<file path="src/rtl/sram_seq_pkg.sv">
// Shared types and constants for the SRAM phase sequencer and its port mux.
// Latency: n/a (declarations only).
// Backpressure: n/a (declarations only).
// Contents: seq_state_type phase encoding, SRAM bus widths, default timer values.
package sram_seq_pkg;

  localparam int SRAM_ADDR_W     = 18;
  localparam int SRAM_DATA_W     = 16;
  localparam int TIMER_W_DEFAULT = 26;

  // One second of UART line silence at 50 MHz ends the load phase.
  localparam logic [25:0] UART_TIMEOUT_DEFAULT = 26'd49999999;
  localparam logic [25:0] WDOG_CYCLES_DEFAULT  = 26'd50000000;

  // Encoding is visible on the phase output, so values are fixed.
  typedef enum logic [2:0] {
    S_IDLE    = 3'd0,
    S_UART_RX = 3'd1,
    S_M2      = 3'd2,
    S_M1      = 3'd3,
    S_DONE    = 3'd4
  } seq_state_type;

endpackage

</file>
<file path="src/rtl/sram_port_mux.sv">
// Selects which requester drives the single SRAM controller port.
// Latency: purely combinational, zero cycles.
// Backpressure: none; the selected requester owns the port for the whole phase.
// Ports: sel (current phase), per-requester address/data/we_n, VGA read address,
//        merged sram_address/sram_write_data/sram_we_n out.
module sram_port_mux
  import sram_seq_pkg::*;
(
  input  seq_state_type          sel,
  input  logic [SRAM_ADDR_W-1:0] uart_address,
  input  logic [SRAM_DATA_W-1:0] uart_write_data,
  input  logic                   uart_we_n,
  input  logic [SRAM_ADDR_W-1:0] m1_address,
  input  logic [SRAM_DATA_W-1:0] m1_write_data,
  input  logic                   m1_we_n,
  input  logic [SRAM_ADDR_W-1:0] m2_address,
  input  logic [SRAM_DATA_W-1:0] m2_write_data,
  input  logic                   m2_we_n,
  input  logic [SRAM_ADDR_W-1:0] vga_address,
  output logic [SRAM_ADDR_W-1:0] sram_address,
  output logic [SRAM_DATA_W-1:0] sram_write_data,
  output logic                   sram_we_n
);

  always_comb begin
    // VGA read-only access is the safe default: any phase that does not
    // explicitly own the port can never issue a write.
    sram_address    = vga_address;
    sram_write_data = '0;
    sram_we_n       = 1'b1;
    case (sel)
      S_UART_RX: begin
        sram_address    = uart_address;
        sram_write_data = uart_write_data;
        sram_we_n       = uart_we_n;
      end
      S_M2: begin
        sram_address    = m2_address;
        sram_write_data = m2_write_data;
        sram_we_n       = m2_we_n;
      end
      S_M1: begin
        sram_address    = m1_address;
        sram_write_data = m1_write_data;
        sram_we_n       = m1_we_n;
      end
      default: ;
    endcase
  end

endmodule

</file>
<file path="src/rtl/sram_phase_sequencer.sv">
// Owns the shared SRAM port and steps the decode flow UART load -> M2 -> M1 -> display.
// Latency: control outputs are registered (one cycle after the deciding input); SRAM mux is combinational from state.
// Backpressure: milestones hold the port until their finish pulse; optional SEQ_WATCHDOG_EN bounds M1/M2 length.
// Ports: CLOCK_50_I/resetn; UART_RX_I start-bit detect and rearm pushbutton; UART/M1/M2 SRAM requests and
//        VGA read address in; UART init/enable pulses, VGA_enable, M1/M2 start out; merged SRAM port out;
//        phase (state encoding) and sticky seq_error out.
// Build option: define SEQ_WATCHDOG_EN to compile in the M-phase watchdog and the WDOG_CYCLES parameter.
module sram_phase_sequencer
  import sram_seq_pkg::*;
#(
  parameter int                 TIMER_W      = TIMER_W_DEFAULT,
  parameter logic [TIMER_W-1:0] UART_TIMEOUT = TIMER_W'(UART_TIMEOUT_DEFAULT)
`ifdef SEQ_WATCHDOG_EN
  ,
  parameter logic [TIMER_W-1:0] WDOG_CYCLES  = TIMER_W'(WDOG_CYCLES_DEFAULT)
`endif
)(
  input  logic                   CLOCK_50_I,
  input  logic                   resetn,
  input  logic                   UART_RX_I,
  input  logic                   rearm,
  input  logic [SRAM_ADDR_W-1:0] UART_SRAM_address,
  input  logic [SRAM_DATA_W-1:0] UART_SRAM_write_data,
  input  logic                   UART_SRAM_we_n,
  output logic                   UART_rx_initialize,
  output logic                   UART_rx_enable,
  input  logic [SRAM_ADDR_W-1:0] VGA_SRAM_address,
  output logic                   VGA_enable,
  input  logic [SRAM_ADDR_W-1:0] M1_SRAM_address,
  input  logic [SRAM_DATA_W-1:0] M1_SRAM_write_data,
  input  logic                   M1_SRAM_we_n,
  input  logic [SRAM_ADDR_W-1:0] M2_SRAM_address,
  input  logic [SRAM_DATA_W-1:0] M2_SRAM_write_data,
  input  logic                   M2_SRAM_we_n,
  output logic                   M1_start,
  output logic                   M2_start,
  input  logic                   M1_finish,
  input  logic                   M2_finish,
  output logic [SRAM_ADDR_W-1:0] SRAM_address,
  output logic [SRAM_DATA_W-1:0] SRAM_write_data,
  output logic                   SRAM_we_n,
  output logic [2:0]             phase,
  output logic                   seq_error
);

  seq_state_type      state_q, state_d;
  logic               m1_start_q, m1_start_d;
  logic               m2_start_q, m2_start_d;
  logic               rx_init_q, rx_init_d;
  logic               rx_en_q, rx_en_d;
  logic               vga_en_q, vga_en_d;
  logic               decoded_q, decoded_d;
  logic [TIMER_W-1:0] timer_q, timer_d;
  logic               wdog_expired;

`ifdef SEQ_WATCHDOG_EN
  logic [TIMER_W-1:0] wdog_q, wdog_d;
  logic               seq_error_q, seq_error_d;

  // Fires on the last allowed cycle so a phase lasts at most WDOG_CYCLES cycles.
  assign wdog_expired = (wdog_q == (WDOG_CYCLES - 1'b1));

  always_comb begin
    wdog_d      = '0;
    seq_error_d = seq_error_q;
    // Counter restarts on every entry into an M phase, including M2 -> M1.
    if ((state_d == S_M2 || state_d == S_M1) && (state_d == state_q))
      wdog_d = wdog_q + 1'b1;
    if (state_q == S_DONE && rearm)
      seq_error_d = 1'b0;
    else if (wdog_expired &&
             ((state_q == S_M2 && !M2_finish) || (state_q == S_M1 && !M1_finish)))
      seq_error_d = 1'b1;
  end

  always_ff @(posedge CLOCK_50_I or negedge resetn) begin
    if (!resetn) begin
      wdog_q      <= '0;
      seq_error_q <= 1'b0;
    end else begin
      wdog_q      <= wdog_d;
      seq_error_q <= seq_error_d;
    end
  end

  assign seq_error = seq_error_q;
`else
  assign wdog_expired = 1'b0;
  assign seq_error    = 1'b0;
`endif

  always_comb begin
    state_d    = state_q;
    m1_start_d = m1_start_q;
    m2_start_d = m2_start_q;
    decoded_d  = decoded_q;
    timer_d    = '0;
    rx_init_d  = 1'b0;
    // Enable always trails initialise by exactly one cycle.
    rx_en_d    = rx_init_q;
    case (state_q)
      S_IDLE: begin
        if (!UART_RX_I && !decoded_q) begin
          state_d   = S_UART_RX;
          rx_init_d = 1'b1;
        end
      end
      S_UART_RX: begin
        // A write in the same cycle as the timeout keeps the load alive.
        if (!UART_SRAM_we_n) begin
          timer_d = '0;
        end else if (timer_q == UART_TIMEOUT) begin
          state_d    = S_M2;
          m2_start_d = 1'b1;
        end else begin
          timer_d = timer_q + 1'b1;
        end
      end
      S_M2: begin
        if (M2_finish) begin
          m2_start_d = 1'b0;
          m1_start_d = 1'b1;
          state_d    = S_M1;
        end else if (wdog_expired) begin
          m2_start_d = 1'b0;
          decoded_d  = 1'b1;
          state_d    = S_DONE;
        end
      end
      S_M1: begin
        if (M1_finish || wdog_expired) begin
          m1_start_d = 1'b0;
          decoded_d  = 1'b1;
          state_d    = S_DONE;
        end
      end
      S_DONE: begin
        if (rearm) begin
          decoded_d = 1'b0;
          state_d   = S_IDLE;
        end
      end
      default: begin
        state_d    = S_IDLE;
        m1_start_d = 1'b0;
        m2_start_d = 1'b0;
      end
    endcase
    // Display fetches only while nobody else owns the SRAM port.
    vga_en_d = (state_d == S_IDLE) || (state_d == S_DONE);
  end

  always_ff @(posedge CLOCK_50_I or negedge resetn) begin
    if (!resetn) begin
      state_q    <= S_IDLE;
      m1_start_q <= 1'b0;
      m2_start_q <= 1'b0;
      rx_init_q  <= 1'b0;
      rx_en_q    <= 1'b0;
      vga_en_q   <= 1'b1;
      decoded_q  <= 1'b0;
      timer_q    <= '0;
    end else begin
      state_q    <= state_d;
      m1_start_q <= m1_start_d;
      m2_start_q <= m2_start_d;
      rx_init_q  <= rx_init_d;
      rx_en_q    <= rx_en_d;
      vga_en_q   <= vga_en_d;
      decoded_q  <= decoded_d;
      timer_q    <= timer_d;
    end
  end

  assign M1_start           = m1_start_q;
  assign M2_start           = m2_start_q;
  assign UART_rx_initialize = rx_init_q;
  assign UART_rx_enable     = rx_en_q;
  assign VGA_enable         = vga_en_q;
  assign phase              = state_q;

  sram_port_mux u_port_mux (
    .sel             (state_q),
    .uart_address    (UART_SRAM_address),
    .uart_write_data (UART_SRAM_write_data),
    .uart_we_n       (UART_SRAM_we_n),
    .m1_address      (M1_SRAM_address),
    .m1_write_data   (M1_SRAM_write_data),
    .m1_we_n         (M1_SRAM_we_n),
    .m2_address      (M2_SRAM_address),
    .m2_write_data   (M2_SRAM_write_data),
    .m2_we_n         (M2_SRAM_we_n),
    .vga_address     (VGA_SRAM_address),
    .sram_address    (SRAM_address),
    .sram_write_data (SRAM_write_data),
    .sram_we_n       (SRAM_we_n)
  );

endmodule

</file>
<file path="config.mk">
export PLATFORM = sky130hd
export DESIGN_NAME = sram_phase_sequencer
export DESIGN_NICKNAME = d
export VERILOG_FILES = /design/src/rtl/sram_seq_pkg.sv /design/src/rtl/sram_port_mux.sv /design/src/rtl/sram_phase_sequencer.sv
export SDC_FILE = /design/constraint.sdc
export NUM_CORES = 1
export LEC_CHECK = 0
export ABC_AREA = 1
export BUFFER_PORTS_ARGS = -buffer_cell sky130_fd_sc_hd__buf_2
export CORE_UTILIZATION = 25
export DETAILED_ROUTE_END_ITERATION = 8
export HOLD_SLACK_MARGIN = 0.05
export PLACE_DENSITY_LB_ADDON = 0.3
export SYNTH_ARGS = -nofsm -noshare
export SYNTH_HDL_FRONTEND = slang
export SYNTH_SLANG_ARGS = --single-unit
export TNS_END_PERCENT = 30
</file>
<file path="constraint.sdc">
create_clock -name CLOCK_50_I -period 4.51 [get_ports CLOCK_50_I]
set_input_delay 0.6765 -clock CLOCK_50_I [delete_from_list [all_inputs] [get_ports CLOCK_50_I]]
set_output_delay 0.6765 -clock CLOCK_50_I [all_outputs]
set_load 0.05 [all_outputs]
</file>
==> results of run 1 <==
power breakdown:
part / switching [W] / total, W / leakage, nW / internal (W)
Clock: 0.000115 / 0.000223 / 0.0422 / 0.000108
Sequential: 0.0000133 / 0.000348 / 0.477 / 0.000335
Combinational: 0.000573 / 0.000750 / 1.42 / 0.000177
Total: 0.000701 / 0.00132 / 1.94 / 0.000620
flip-flops by register name, summed over array words and instances, names as in the netlist:
name and count:
M1_start 1, M2_start 1, UART_rx_enable 1, UART_rx_initialize 1
VGA_enable 1, decoded_q 1, phase 3, timer_q 26
critical path: stages (launching register included):
cell	delay, ns
dfrtp_1	0.40
inv_2	0.07
nand3_1	0.13
clkinv_1	0.83
a22oi_1	0.43
nand3_1	0.11
buf_2	0.23
synthesized netlist by cell type:
master	number	area share, %
inv_1	35	4.8
or2_2	1	0.23
clkbuf_2	1	0.18
dfrtp_1	34	31
xor2_1	5	1.6
buf_2	8	1.5
buf_6	1	0.41
clkbuf_1	3	0.41
and3_1	1	0.23
nand2_2	3	0.68
xnor2_1	3	0.96
dfstp_2	1	0.96
nand3b_1	1	0.27
buf_4	1	0.27
ha_1	1	0.46
o21ai_4	1	0.59
o21bai_1	1	0.27
o21ai_0	4	0.73
nor2_4	2	0.82
a22oi_1	25	6.8
clkinv_1	2	0.27
nor3_1	13	2.4
a21oi_1	3	0.55
nand3_1	27	4.9
conb_1	1	0.14
inv_2	2	0.27
nor2_1	75	10
nand3_2	4	1.5
nand2_1	160	22
o31ai_1	1	0.27
nor2_2	5	1.1
nand4_1	15	3.4
stage by stage:
stage,worst slack (ns),util (%),hold slack (ns)
finish,1.333,36.14,0.3797
global route,1.102,36.14,0.4161
CTS,1.361,36.06,0.3836
detailed placement,1.685,35.29,0.3684
global placement,1.793,35.29,0.3578
floorplan,1.985,-,0.3809
how the worst max path moves through the flow:
stage                       start                to
2_1_floorplan  phase[2]$_DFF_PN0_  SRAM_address[11]
3_3_place_gp   phase[2]$_DFF_PN0_  SRAM_address[15]
5_1_grt        phase[2]$_DFF_PN0_         SRAM_we_n
6_report       phase[2]$_DFF_PN0_   SRAM_address[9]
3_5_place_dp   phase[2]$_DFF_PN0_  SRAM_address[15]
4_1_cts        phase[2]$_DFF_PN0_  SRAM_address[15]
cells by family after synthesis:
kind of cell	Yosys count	synth area share, %
simple gates	307	47.63
fa+ha+maj	1	0.4553
xor+xnor	8	2.550
flops	35	31.92
compound gates	35	9.244
other cells	1	0.1365
buf+inv	53	8.060
area by class of cell:
cell class              count  area [sq um]  area share, %
well taps                 136         170.2          4.481
multi-input cells         352          1652          43.49
flip-flops and latches     35         877.1          23.10
inverters                  39         146.4          3.855
diodes                      3         7.507         0.1977
repair buffers            172         863.3          22.73
clock buffers               7         76.32          2.010
clock inverters             1         5.005         0.1318
layer usage:
metal	vias up	track usage [%]	part of all wire, %
met3	26	3.830	6.3
met5	-	0	0.12
met2	150	30.37	49
li1	1748	-	-
met4	2	8.611	3.5
met1	1556	21.25	41
==> impl_metrics.yaml, run 1 <==
critical_path:
  r2r-start: "phase[2]$_DFF_PN0_"
  crit-reg2reg-capture: "VGA_enable$_DFF_PN1_"
  cp-start-kind: "flip-flop"
  worstSetupEndpointType: "primary output"
  critical_path_class: "reg -> out"
  r2r_cells: 6
  r2r_slack_ns: 2.46
  critPathArrivalTime_ns: 2.50
  cp.required_ns: 3.83
  path_max_fanout: 36
clocking:
  clock_sinks: 35
  ctsResizeCount: 0
  clk_latency_ns: 0.29
  cts_tree: "done"
  cts_buffer_depth: 2
  clk_pin_slew_ns: 0.07
  cts_root_buf: "clkbuf_8"
  ctsHoldBuffers: 0
  numCtsBuffers: 5
  htree_levels: 2
  post_cts_buffers: 0
status:
  status: "complete, no violations"
power:
  p_total_w: 0.001321
  p_leak_nw: 1.944
  peakVddDrop_v: 0.0001910
  pwr_density_cell_mw_per_mm2: 347.9
final_layout:
  layout_commonest_cell: "buf_2"
  nFillCells: 1141
  postLayoutCellArea_sq_mm: 0.003797
  area_growth_pct: 38.21
  fin_nets: 735
  final_layout_size_suffix_gt1_share_pct: 32.67
  stdcell_count: 745
  final_cell_mix: "buf_2, nand2_1, nor2_1"
global_routing:
  grt_max_degree: 39
  grt_pass1_wl_microns: 15980
  grt_pass1_vias: 3337
  grt_overflow: 0
  grt_usage_pct: 17.84
  antenna_found_initial: 4
sta:
  rsz0062_at_grt: "false"
  worst_pin_slew_ns: 1.043
  tns_ns: 0
  finalCriticalPeriod_ns: 3.177
  finalHoldViolCount: 0
  post-route-period-util_pct: 70.44
  finalClockSkew_ns: 0.003839
  timing.fmax_mhz: 314.8
  maxSlewHeadroom_pct: 30.06
  final_max_slew_viol_count: 0
  setup_viol: 0
synthesis:
  synthDistinctLibCells: 32
  ys.warnings.count: 0
  avgSynthCellArea_sq_um: 6.245
  syn_area_sq_mm: 0.002748
  synthesis.nets: 570
  yosysSeqAreaShare_pct: 31.92
  ys_seq_elements: 35
  syn_inst: 440
route:
  routed_wirelength_microns: 10480
  via_per_inst: 4.674
  drt_first_iter_violations: 290
  vias: 3482
  drc: 0
  dr.pass1.iters: 5
  wl_per_cell_microns: 14.07
  antenna_left: 0
worst_hold_path:
  hold_end: "UART_rx_enable$_DFF_PN0_"
  worstHoldPathType: "reg -> reg"
  hold_depth: 0
  hp-start: "UART_rx_initialize$_DFF_PN0_"
placement:
  numPortBuffers: 171
  hpwlAfterDp_microns: 8475
  place_inst: 734
  postPlaceCellArea_sq_mm: 0.003709
  gp_congestion: 0.8574
floorplanning:
  num_io_pins: 173
  core_sq_mm: 0.01051
  fp.dieW_microns: 106.8
  initial_core_util_pct: 26.15
  rows: 37
  die_area_sq_mm: 0.01141
  die_h_microns: 106.8
job:
  cap_violations: 0
No activity file was read; power rests on OpenSTA's default activity.
==> run 2, diff against run 1 <==
ABC_AREA = 0   (was 1)
clock period = 3.28 ns   (was 4.51 ns; I/O delays follow)
==> impl_metrics.yaml, run 2 <==
job:
  cap_violations: 0
synthesis:
  yosysSeqAreaShare_pct: 31.91
  ys_top_cells_by_area: "dfrtp_1, mux2_2, a22oi_1, o21ai_0, nor2_1"
  syn_inst: 329
  syn_area_sq_mm: 0.002749
  avgSynthCellArea_sq_um: 8.355
  ys_seq_elements: 35
  ys_async_sr_fraction_pct: 100.0
  synth_edf_count: 0
  synthesis.nets: 459
  ys.warnings.count: 0
  synthDistinctLibCells: 42
  ys_top_cells_by_count: "a22oi_1, dfrtp_1, mux2_2, nor2_1, nand2_1"
  synthMostInstantiatedCell: "a22oi_1"
  yosys.area.top_type: "dfrtp_1"
  synthFlopType: "dfrtp_1"
  synth_top_area_share_pct: 30.95
critical_path:
  cpPeakStageDelay_ns: 0.76
  critPathSlowestCell: "dfrtp_2"
  worstSetupEndpointType: "primary output"
  critical_path_class: "reg -> out"
  crit_chain: "buf_4, mux2_2, a22oi_1, o21ai_0, buf_2"
  critPathArrivalTime_ns: 2.31
  cp.required_ns: 2.79
  cp-start-kind: "flip-flop"
  path_max_fanout: 29
final_layout:
  largest_reg_flops: 26
  diodes: 0
  stdcell_count: 625
  final_layout_size_suffix_gt1_share_pct: 48.06
  top_register: "timer_q"
  area_growth_pct: 39.60
  nFillCells: 1087
  fin_nets: 618
  layout_commonest_cell: "buf_2"
  multi_input_area_sq_mm: 0.001748
  final_cell_mix: "buf_2, a22oi_1, mux2_2"
  seq_area_sq_um: 878.3
global_routing:
  grtUsageMet1_pct: 20.78
  grt_pass1_vias: 2916
  grtUsageMet3_pct: 3.283
  gr-max-usage-layer: "met2"
  grt_max_degree: 47
  grtUsageMet2_pct: 24.61
  antenna_found_initial: 0
  grt_overflow: 0
  grt_pass1_wl_microns: 14230
  grt_usage_pct: 15.36
sta:
  finalCriticalPeriod_ns: 2.806
  tns_ns: 0
  worst_pin_slew_ns: 0.7943
  rsz0062_at_grt: "false"
  fin_ws_ns: 0.4735
  final_max_slew_viol_count: 0
  maxSlewHeadroom_pct: 47.04
  post-route-period-util_pct: 85.56
  finalHoldViolCount: 0
  timing.fmax_mhz: 356.3
  finalClockSkew_ns: 0.007783
  setup_viol: 0
placement:
  hpwlAfterDp_microns: 6902
  place_ws_ns: 0.8100
  place_inst: 617
  numPortBuffers: 171
  gp_congestion: 0.8088
floorplanning:
  rows: 37
  initial_core_util_pct: 26.16
  die_area_sq_mm: 0.01142
  fp.dieW_microns: 106.9
  num_io_pins: 173
  die_h_microns: 106.9
  core_sq_mm: 0.01051
route:
  vias: 3125
  via_per_inst: 5.000
  drc: 0
  drt_first_iter_violations: 201
  wl_per_cell_microns: 14.43
  routed_wirelength_microns: 9018
  antenna_left: 0
  dr.pass1.iters: 4
clocking:
  htree_levels: 2
  post_cts_buffers: 0
  cts_root_buf: "clkbuf_8"
  ctsHoldBuffers: 0
  cts_tree: "done"
  ctsResizeCount: 0
  cts_buffer_depth: 2
  clk_pin_slew_ns: 0.08
  numCtsBuffers: 5
  clk_latency_ns: 0.28
  clock_sinks: 35
status:
  status: "complete, no violations"
power:
  pwr_density_cell_mw_per_mm2: 285.8
  p_leak_nw: 1.813
  peakVddDrop_v: 0.0001613
worst_hold_path:
  worstHoldPathType: "in -> async"
## run 2: cell types whose count changed after synthesis, sizes merged, moves of 8 or more
| cell | change |
|---|---|
| nor2 | -49 |
| o21ai | +25 |
| inv | -33 |
| nand3 | -23 |
| a22oi | +10 |
| or4 | +8 |
| nor3 | -11 |
| a21oi | +12 |
| mux2 | +34 |
| clkbuf | +13 |
| nand2 | -132 |
## run 2: power by group
part | internal, W | switching [W] | total (W)
clock network | 0.000246 | 0.000157 | 0.000403
logic | 0.000102 | 0.000153 | 0.000255
registers | 0.000435 | 0.00000353 | 0.000438
total | 0.000783 | 0.000314 | 0.00110
## run 2: worst paths after layout
| kind | startpoint | end | slack [ns] | cells after the start |
|---|---|---|---|---|
| worst max-delay path | phase[1]$_DFF_PN0_ | SRAM_address[15] | 0.47 | 5 |
| worst min-delay path | resetn | timer_q[16]$_DFF_PN0_ | 0.29 | 1 |
| worst max register to register | timer_q[0]$_DFF_PN0_ | timer_q[9]$_DFF_PN0_ | 1.13 | 6 |
| worst min register to register | UART_rx_initialize$_DFF_PN0_ | UART_rx_enable$_DFF_PN0_ | 0.39 | 0 |
| max in group asynchronous | resetn | phase[1]$_DFF_PN0_ | 2.44 | 1 |
| min in group CLOCK_50_I | UART_rx_initialize$_DFF_PN0_ | UART_rx_enable$_DFF_PN0_ | 0.39 | 0 |
## run 2: area by class of cell
type                       instances  area share (%)
multi-input combinational        264           45.55
clock inverter                     2          0.9129
inverter                           4          0.3913
clock buffer                       6           2.152
timing repair buffer             178           23.67
sequential                        35           22.89
tap                              136           4.434
## run 2: stage by stage
stage	util (%)	hold slack (ns)	area [sq um]	total power, W
after floorplan	-	0.1964	2749	0.0005883
after global placement	35.40	0.3601	3720	0.0007004
after detailed placement	35.40	0.3738	3720	0.0007028
after CTS	36.52	0.3202	3837	0.001113
after global routing	36.52	0.3737	3837	0.001155
final	36.52	0.2929	3837	0.001097
## run 2: kinds of logic (layout without fill, tap and decap cells)
logic type	count (synthesis)	after routing	synth area share, %
AND/OR/NAND/NOR	124	124	23.67
AO/OA/AOI/OAI	89	89	20.44
multiplexers	36	36	14.66
flip-flops	35	35	31.91
buffers and inverters	30	190	4.597
XOR/XNOR	13	13	4.142
adder cells (fa/ha/maj)	1	1	0.4551
other	1	1	0.1364
## run 2: worst max-delay path, delay by kind of cell (launching register included)
kind / cells / cell delay (ns)
mux: 1 / 0.37
compound gates: 2 / 0.26
buf+inv: 2 / 0.63
flops: 1 / 0.76
## run 2: metal layers
| layer | wire length, microns | vias to the layer above |
|---|---|---|
| li1 | - | 1527 |
| met2 | 4330 | 110 |
| met3 | 507 | 10 |
| met1 | 4059 | 1478 |
| met5 | 0 | - |
| met4 | 120 | 0 |
==> run 3, diff against run 2 <==
==> constraint.sdc (replaced) <==
create_clock -name CLOCK_50_I -period 2.8 [get_ports CLOCK_50_I]
set_input_delay 0.42 -clock CLOCK_50_I [delete_from_list [all_inputs] [get_ports CLOCK_50_I]]
set_output_delay 0.42 -clock CLOCK_50_I [all_outputs]
set_load 0.01 [all_outputs]
==> impl_metrics.yaml, run 3 (synthesized netlist as in run 2, its figures left out) <==
status:
  status: "complete, no violations"
clocking:
  clock_sinks: 35
  htree_levels: 2
  ctsResizeCount: 0
  clk_latency_ns: 0.28
  numCtsBuffers: 5
  clk_pin_slew_ns: 0.07
  ctsHoldBuffers: 0
  cts_tree: "done"
  post_cts_buffers: 0
  cts_root_buf: "clkbuf_8"
  cts_buffer_depth: 2
floorplanning:
  initial_core_util_pct: 26.16
  num_io_pins: 173
  die_h_microns: 106.9
  die_area_sq_mm: 0.01142
  core_sq_mm: 0.01051
  rows: 37
  fp.dieW_microns: 106.9
sta:
  setup_viol: 0
  holdWs_ns: 0.2096
  final_max_slew_viol_count: 0
  post-route-period-util_pct: 90.47
  finalCriticalPeriod_ns: 2.533
  timing.fmax_mhz: 394.8
  maxSlewHeadroom_pct: 47.31
  finalClockSkew_ns: 0.006693
  worst_pin_slew_ns: 0.7903
  finalHoldViolCount: 0
  tns_ns: 0
  rsz0062_at_grt: "false"
route:
  wl_per_cell_microns: 14.67
  antenna_left: 0
  drt_first_iter_violations: 169
  dr.pass1.iters: 4
  drc: 0
  via_per_inst: 4.936
  vias: 3085
  routed_wirelength_microns: 9168
power:
  p_leak_nw: 1.795
  pwr_density_cell_mw_per_mm2: 282.7
  peakVddDrop_v: 0.0001420
critical_path:
  r2r_cells: 5
  r2r-start: "timer_q[0]$_DFF_PN0_"
  worstSetupEndpointType: "primary output"
  crit-reg2reg-capture: "timer_q[24]$_DFF_PN0_"
  critical_path_class: "reg -> out"
  r2r_slack_ns: 0.63
  critPathArrivalTime_ns: 2.11
  cp.required_ns: 2.38
  cp-start-kind: "flip-flop"
  path_max_fanout: 35
placement:
  hpwlAfterDp_microns: 6930
  postPlaceCellArea_sq_mm: 0.003732
  numPortBuffers: 171
  gp_congestion: 0.8216
final_layout:
  largest_reg_flops: 26
  postLayoutCellArea_sq_mm: 0.003814
  final_util_pct: 36.29
  final_layout_size_suffix_gt1_share_pct: 47.65
  nFillCells: 1119
  fin_nets: 618
  layout_commonest_cell: "buf_2"
  final_cell_mix: "buf_2, a22oi_1, mux2_2"
  diodes: 0
  area_growth_pct: 38.73
  top_register: "timer_q"
global_routing:
  grt_usage_pct: 15.20
  grt_pass1_wl_microns: 14010
  grt_max_degree: 47
  antenna_found_initial: 0
  grt_pass1_vias: 2953
  grt_overflow: 0
worst_hold_path:
  worstHoldPathType: "in -> async"
job:
  cap_violations: 0
==> run 3: cell types whose count changed in the layout (fill, tap and decap cells not counted), sizes merged <==
cell and change:
clkbuf +1, bufinv -1
==> run 3: final cells by class <==
cell class | instances | area [sq um] | area share (%)
Sequential cell | 35 | 878.3 | 23.03
Clock buffer | 7 | 76.32 | 2.001
Tap cell | 136 | 170.2 | 4.462
Clock inverter | 1 | 5.005 | 0.1312
Inverter | 4 | 15.01 | 0.3937
Multi-Input combinational cell | 264 | 1748 | 45.83
Timing Repair Buffer | 178 | 920.9 | 24.15
==> run 3: power breakdown <==
group / switching [W] / total (W) / internal [W]
clock network: 0.000177 / 0.000351 / 0.000175
registers: 0.00000394 / 0.000514 / 0.000510
logic: 0.0000930 / 0.000213 / 0.000120
total: 0.000274 / 0.00108 / 0.000804
==> run 3: worst max-delay path by stage <==
| stage | from | to | cells past startpoint |
|---|---|---|---|
| 6_report | phase[1]$_DFF_PN0_ | SRAM_we_n | 5 |
| 5_1_grt | phase[1]$_DFF_PN0_ | SRAM_we_n | 5 |
| 4_1_cts | phase[1]$_DFF_PN0_ | SRAM_we_n | 5 |
| 3_5_place_dp | phase[1]$_DFF_PN0_ | SRAM_we_n | 5 |
| 3_3_place_gp | phase[1]$_DFF_PN0_ | SRAM_we_n | 5 |
| 2_1_floorplan | phase[1]$_DFF_PN0_ | SRAM_address[0] | 6 |
==> run 3: metal layers <==
layer,vias to the layer above,GRT usage (%),share of wire [%]
met5,-,0,0
met4,0,3.816,1.1
met3,8,3.283,6.2
met2,112,23.36,47
met1,1435,21.52,46
li1,1530,-,-
==> run 3: critical path, cell delays in order, from the launching register on <==
cell,delay [ns]
dfrtp_2,0.62
nor2b_2,0.23
buf_4,0.39
a22oi_1,0.15
or2_2,0.28
buf_2,0.14
==> run 3: through the flow <==
stage	total power, W	instances	setup WS (ns)
final	0.001078	625	0.2668
after global routing	0.001150	625	0.1376
after CTS	0.001094	625	0.2679
after detailed placement	0.0007372	617	0.5888
after global placement	0.0007354	617	0.6002
after floorplan	0.0006032	329	0.5912
